### config.mk
export PLATFORM = sky130hd
export DESIGN_NAME = hazard_ctrl
export DESIGN_NICKNAME = d
export VERILOG_FILES = /design/src/rtl/hazard_ctrl_pkg.sv /design/src/rtl/hazard_ctrl_md_busy_counter.sv /design/src/rtl/hazard_ctrl.sv
export SDC_FILE = /design/constraint.sdc
export NUM_CORES = 1
export LEC_CHECK = 0
export CAP_MARGIN = 10
export CORE_MARGIN = 5
export CORE_UTILIZATION = 50
export DETAILED_ROUTE_END_ITERATION = 8
export HOLD_SLACK_MARGIN = 0.06
export PLACE_DENSITY = 0.86
export REMOVE_ABC_BUFFERS = 1
export SLEW_MARGIN = 20
export SYNTH_ARGS = -nofsm -noshare
export SYNTH_HDL_FRONTEND = slang
export SYNTH_SLANG_ARGS = --single-unit
### constraint.sdc
create_clock -name clk -period 3.8 [get_ports clk]
set_clock_uncertainty 0.1 [all_clocks]
set_input_delay 0.38 -clock clk [delete_from_list [all_inputs] [get_ports clk]]
set_output_delay 0.38 -clock clk [all_outputs]
set_load 0.03 [all_outputs]
### src/rtl/hazard_ctrl_pkg.sv
// Shared hazard-control definitions: deadline/latency encodings and producer record layout.
// Latency: n/a (types, constants and pure helper functions only).
// Backpressure: n/a; imported by hazard_ctrl, md_busy_counter and the tuse/tnew decoders.
package hazard_ctrl_pkg;

    // rs_tuse / rt_tuse value meaning "this operand is not read"
    localparam logic [1:0] TUSE_NONE = 2'd3;
    localparam logic [4:0] REG_ZERO  = 5'd0;

    localparam int MULT_CYCLES_DEF = 5;
    localparam int DIV_CYCLES_DEF  = 10;

    // Cycles after E entry until a result can be forwarded
    localparam logic [1:0] TNEW_LINK = 2'd0;
    localparam logic [1:0] TNEW_ALU  = 2'd1;
    localparam logic [1:0] TNEW_LOAD = 2'd2;

    // Producer record carried by the E and M stages
    typedef struct packed {
        logic [4:0] wa;    // destination GPR, 0 = none
        logic [1:0] tnew;  // cycles remaining until forwardable
        logic       epc;   // instruction is mtc0 writing EPC
    } prod_rec_t;

    localparam prod_rec_t REC_BUBBLE = '{wa: 5'd0, tnew: 2'd0, epc: 1'b0};

    // tnew ages by one per stage, bottoming out at "ready now"
    function automatic logic [1:0] tnew_step(input logic [1:0] t);
        return (t == 2'd0) ? 2'd0 : t - 2'd1;
    endfunction

    // One source operand against the in-flight producers. The E record is
    // the youngest writer of the register, so when it matches it alone
    // decides; an older M value for the same register is dead.
    function automatic logic src_hazard(input logic [4:0] src,
                                        input logic [1:0] tuse,
                                        input prod_rec_t  e,
                                        input prod_rec_t  m);
        if (src == REG_ZERO || tuse == TUSE_NONE) return 1'b0;
        if (e.wa == src) return e.tnew > tuse;
        if (m.wa == src) return m.tnew > tuse;
        return 1'b0;
    endfunction

endpackage

### src/rtl/hazard_ctrl_md_busy_counter.sv
// Mult/div busy counter: loads the operation length on start, counts down to zero.
// Latency: busy rises the cycle after start and stays high for exactly the loaded count.
// Backpressure: none; a new start always reloads, and only reset clears an operation.
// Ports: clk, reset (async active-low), start, is_div (qualifies start), busy (count != 0).
module md_busy_counter
    import hazard_ctrl_pkg::*;
#(
    parameter int MULT_CYCLES = MULT_CYCLES_DEF,
    parameter int DIV_CYCLES  = DIV_CYCLES_DEF
) (
    input  logic clk,
    input  logic reset,
    input  logic start,
    input  logic is_div,
    output logic busy
);

    localparam int CNT_W = $clog2(DIV_CYCLES + 1);

    logic [CNT_W-1:0] count;

    always_ff @(posedge clk or negedge reset) begin
        if (!reset) begin
            count <= '0;
        end else if (start) begin
            count <= is_div ? CNT_W'(DIV_CYCLES) : CNT_W'(MULT_CYCLES);
        end else if (count != '0) begin
            count <= count - CNT_W'(1);
        end
    end

    assign busy = (count != '0);

endmodule

### src/rtl/hazard_ctrl.sv
// Pipeline stall controller: tracks E/M producer records and raises a single same-cycle stall.
// Latency: stall is combinational from D inputs and current records; records advance every edge.
// Backpressure: stall freezes PC and F/D and injects a bubble into E; flush empties E and M.
// Ports: clk, reset (async active-low); D-stage rs/rt/tuse/wa/tnew/md/mtc0-epc/eret fields;
//        e_md_start/e_md_is_div; flush; outputs stall, e_wa/e_tnew, m_wa/m_tnew, md_busy.
module hazard_ctrl
    import hazard_ctrl_pkg::*;
#(
    parameter int MULT_CYCLES = MULT_CYCLES_DEF,
    parameter int DIV_CYCLES  = DIV_CYCLES_DEF
) (
    input  logic       clk,
    input  logic       reset,
    input  logic [4:0] d_rs,
    input  logic [4:0] d_rt,
    input  logic [1:0] d_rs_tuse,
    input  logic [1:0] d_rt_tuse,
    input  logic [4:0] d_wa,
    input  logic [1:0] d_tnew,
    input  logic       d_is_md,
    input  logic       d_is_mtc0_epc,
    input  logic       d_is_eret,
    input  logic       e_md_start,
    input  logic       e_md_is_div,
    input  logic       flush,
    output logic       stall,
    output logic [4:0] e_wa,
    output logic [1:0] e_tnew,
    output logic [4:0] m_wa,
    output logic [1:0] m_tnew,
    output logic       md_busy
);

    prod_rec_t d_rec;
    prod_rec_t e_rec;
    prod_rec_t m_rec;

    logic data_stall;
    logic md_stall;
    logic epc_stall;

    // A record with no GPR destination carries no data latency; the EPC
    // flag is kept because mtc0 itself has no GPR destination.
    always_comb begin
        d_rec      = REC_BUBBLE;
        d_rec.wa   = d_wa;
        d_rec.tnew = (d_wa == REG_ZERO) ? TNEW_LINK : d_tnew;
        d_rec.epc  = d_is_mtc0_epc;
    end

    assign data_stall = src_hazard(d_rs, d_rs_tuse, e_rec, m_rec)
                      | src_hazard(d_rt, d_rt_tuse, e_rec, m_rec);
    // The starting operation counts too: the counter only shows it next cycle.
    assign md_stall   = d_is_md & (md_busy | e_md_start);
    // eret must not read EPC while an mtc0 to EPC is still in flight.
    assign epc_stall  = d_is_eret & (e_rec.epc | m_rec.epc);
    assign stall      = data_stall | md_stall | epc_stall;

    always_ff @(posedge clk or negedge reset) begin
        if (!reset) begin
            e_rec <= REC_BUBBLE;
            m_rec <= REC_BUBBLE;
        end else if (flush) begin
            e_rec <= REC_BUBBLE;
            m_rec <= REC_BUBBLE;
        end else begin
            m_rec.wa   <= e_rec.wa;
            m_rec.tnew <= tnew_step(e_rec.tnew);
            m_rec.epc  <= e_rec.epc;
            e_rec      <= stall ? REC_BUBBLE : d_rec;
        end
    end

    assign e_wa   = e_rec.wa;
    assign e_tnew = e_rec.tnew;
    assign m_wa   = m_rec.wa;
    assign m_tnew = m_rec.tnew;

    // Flush deliberately does not reach the counter: an issued mult/div
    // keeps running and still owns HI/LO.
    md_busy_counter #(
        .MULT_CYCLES (MULT_CYCLES),
        .DIV_CYCLES  (DIV_CYCLES)
    ) u_md_busy_counter (
        .clk    (clk),
        .reset  (reset),
        .start  (e_md_start),
        .is_div (e_md_is_div),
        .busy   (md_busy)
    );

endmodule

==> impl_metrics.yaml <==
run_status:
  outcome: "finished, final reports clean"
routing:
  via_per_inst: 5.32
  ant_nets: 0
  vias: 1075
  initialDrtViolationCount: 41
  drc: 0
  totalWireLength_mm: 3.24
  dr.pass1.iters: 4
  routedWlPerCell_um: 16.0
cts:
  numCtsBuffers: 3
  hold_buffers: 0
  cts_root_buffer: "clkbuf_4"
  cts.repair.resized: 0
  clk_pin_slew_ns: 0.10
  insertion_delay_ns: 0.28
  cts_sinks: 20
  clockBufferDepth: 2
  htreeDepth: 1
  cts_tree: "yes"
  cts_setup_buffers: 0
layout:
  drive_gt1_frac: 0.0936
  insertedDiodeCount: 0
  fin_cells: 202
  n_fill_cell: 222
  nets: 212
  multi_input_area_um2: 759
  regArea_um2: 500
  area_growth_pct: 27.9
worst_setup_path:
  r2r_slack_ns: 1.67
  cp.required_ns: 3.32
  cp-end-kind: "output port"
  crit_buf_inv: 3
  reg2reg_depth: 8
  worstSetupStartpointType: "primary input"
  r2r-start: "u_md_busy_counter.count[0]"
  worstSetupPathType: "in2out"
  crit_family: "buffers and inverters"
  max_stage_delay_ns: 0.75
  path_common_cell: "clkdlybuf4s50_1"
  crit_arrival_ns: 2.94
  slowest_stage: "clkdlybuf4s50_1"
  cp_max_fo: 9
  cp_cell_sequence: "clkdlybuf4s50_1 > inv_1 > ha_1 > nand2_1 > nand4_1 > nor4_1 > mux2i_1 > o21ai_4 > clkdlybuf4s50_1"
  regToRegEndpoint: "e_wa[0]"
pwr:
  peakVddDrop_mv: 0.229
  p_per_area_nw_per_um2: 274
  p_leak_nw: 0.752
logic_synthesis:
  yosysTopAreaCell: "dfrtp_1"
  yosys-top-cells-count: "20 x dfrtp_1, 14 x buf_4, 13 x xnor2_1"
  yosysMostFrequentCell: "dfrtp_1"
  yosys_most_used_dff: "dfrtp_1"
  syn_inst: 139
  synth.top_cell.area_share: 0.356
  syn_avg_cell_area_um2: 10.1
  synthArstFlopShare: 1.00
  synth_edf_count: 0
  synth_area_leaders: "dfrtp_1 36%, ha_1 8.9%, xnor2_1 8.1%, buf_4 7.5%, xor2_1 5.6%"
  syn_area_um2: 1410
  yosysSeqAreaShare: 0.356
  ys_warn_count: 0
  yosysUniqueCellTypes: 36
  synth_seq_cells: 20
global_routing:
  grt_pass1_wl_mm: 5.42
  grt_overflow: 0
  grt_max_degree: 21
  grt_use_total: 0.169
  antenna_found_initial: 0
  grt_pass1_vias: 1180
floorplanning:
  die_h_um: 63.0
  rows: 19
  die_w_um: 63.0
  dieArea_um2: 3970
  ios: 45
  core_um2: 2730
  start_util: 0.514
worst_hold_path:
  hold_class: "reg2reg"
  holdPathStages: 1
  hold_path_startpoint: "e_tnew[0]"
  hold_end: "m_tnew[0]"
timing:
  slew_headroom: 0.421
  fin_hold_ws_ns: 0.361
  period_needed_ns: 3.42
  slew_violations: 0
  final_min_period_over_clock_period: 0.900
  hold_viol_final: 0
  setup_viol: 0
  setup_tns_ns: 0
  worst_slew_pin_slew_ns: 0.865
  rsz0062_at_grt: "no"
  max_freq_mhz: 292
placed_design:
  routabilityCongestion: 0.768
  placed_cells: 199
  io_buffers: 44
  dp.final_hpwl_mm: 2.72
job:
  cap_violations: 0
worst max-delay path by stage:
| stage | from | to | slack [ns] | cells past startpoint |
|---|---|---|---|---|
| 2_1_floorplan | m_tnew[0] | stall | 1.48 | 7 |
| 3_3_place_gp | d_rt_tuse[1] | stall | 0.41 | 8 |
| 3_5_place_dp | d_rs_tuse[1] | stall | 0.37 | 9 |
| 4_1_cts | d_rs_tuse[1] | stall | 0.36 | 9 |
| 5_1_grt | d_rs_tuse[1] | stall | 0.22 | 9 |
| 6_report | d_rs_tuse[1] | stall | 0.38 | 9 |
logic make-up (layout without fill, tap and decap cells):
kind of cell	after synthesis	count (layout)	share of synthesized area
simple gates	42	42	0.207
buf+inv	25	57	0.104
xor+xnor	22	22	0.137
flops	20	20	0.356
compound gates	19	19	0.0997
fa+ha+maj	10	10	0.0890
mux	1	1	0.00712
routing by layer:
metal	GRT usage	part of all wire	vias up
li1	-	-	524
met1	0.200	0.42	515
met2	0.296	0.50	32
met3	0.0324	0.054	4
met4	0.0690	0.017	0
met5	0	0	-
sequential cells by signal (all words and copies together) (netlist names):
register                 cells
u_md_busy_counter.count      4
e_rec                        1
e_tnew                       2
m_wa                         5
m_rec                        1
e_wa                         5
m_tnew                       2
layout by cell type, fill, tap and decap left out:
cell type,count
clkdlybuf4s50_1,44
dfrtp_1,20
xnor2_1,13
inv_1,10
ha_1,10
nand2_1,9
xor2_1,9
nor2b_1,7
nor3b_2,6
a21oi_1,4
nor3b_1,3
nor3_1,3
o21a_1,3
clkbuf_4,3
nor4_1,2
nand3_1,2
o21ai_1,2
o21ai_0,2
nor3_2,2
nand4_1,1
mux2i_1,1
or4_1,1
or4_4,1
o21ai_2,1
nand2b_1,1
a221oi_1,1
o211ai_1,1
or4b_1,1
o41a_2,1
o21a_2,1
o21ai_4,1
nor2_1,1
or2b_1,1
or3_1,1
a21o_1,1
o31ai_1,1
layout make-up:
class | count | share of cell area
clock buffers | 3 | 0.0125
multi-input cells | 94 | 0.422
repair buffers | 44 | 0.245
inverters | 10 | 0.0209
flip-flops and latches | 20 | 0.278
well taps | 31 | 0.0216
through the flow:
stage	utilization	total power [mW]	worst slack (ns)	area, um^2
after floorplan	-	0.328	1.48	1300
final	0.658	0.492	0.378	1800
after detailed placement	0.650	0.404	0.367	1780
after global placement	0.650	0.397	0.414	1780
after global routing	0.658	0.526	0.224	1800
after CTS	0.658	0.498	0.360	1800
power breakdown:
part           leakage [nW]  switching [mW]  total [mW]  internal (mW)
registers             0.265          0.0145       0.241          0.226
logic                 0.473          0.0775       0.159         0.0812
clock network        0.0138          0.0561      0.0929         0.0368
Note: power is estimated with default switching activity, not from simulation.
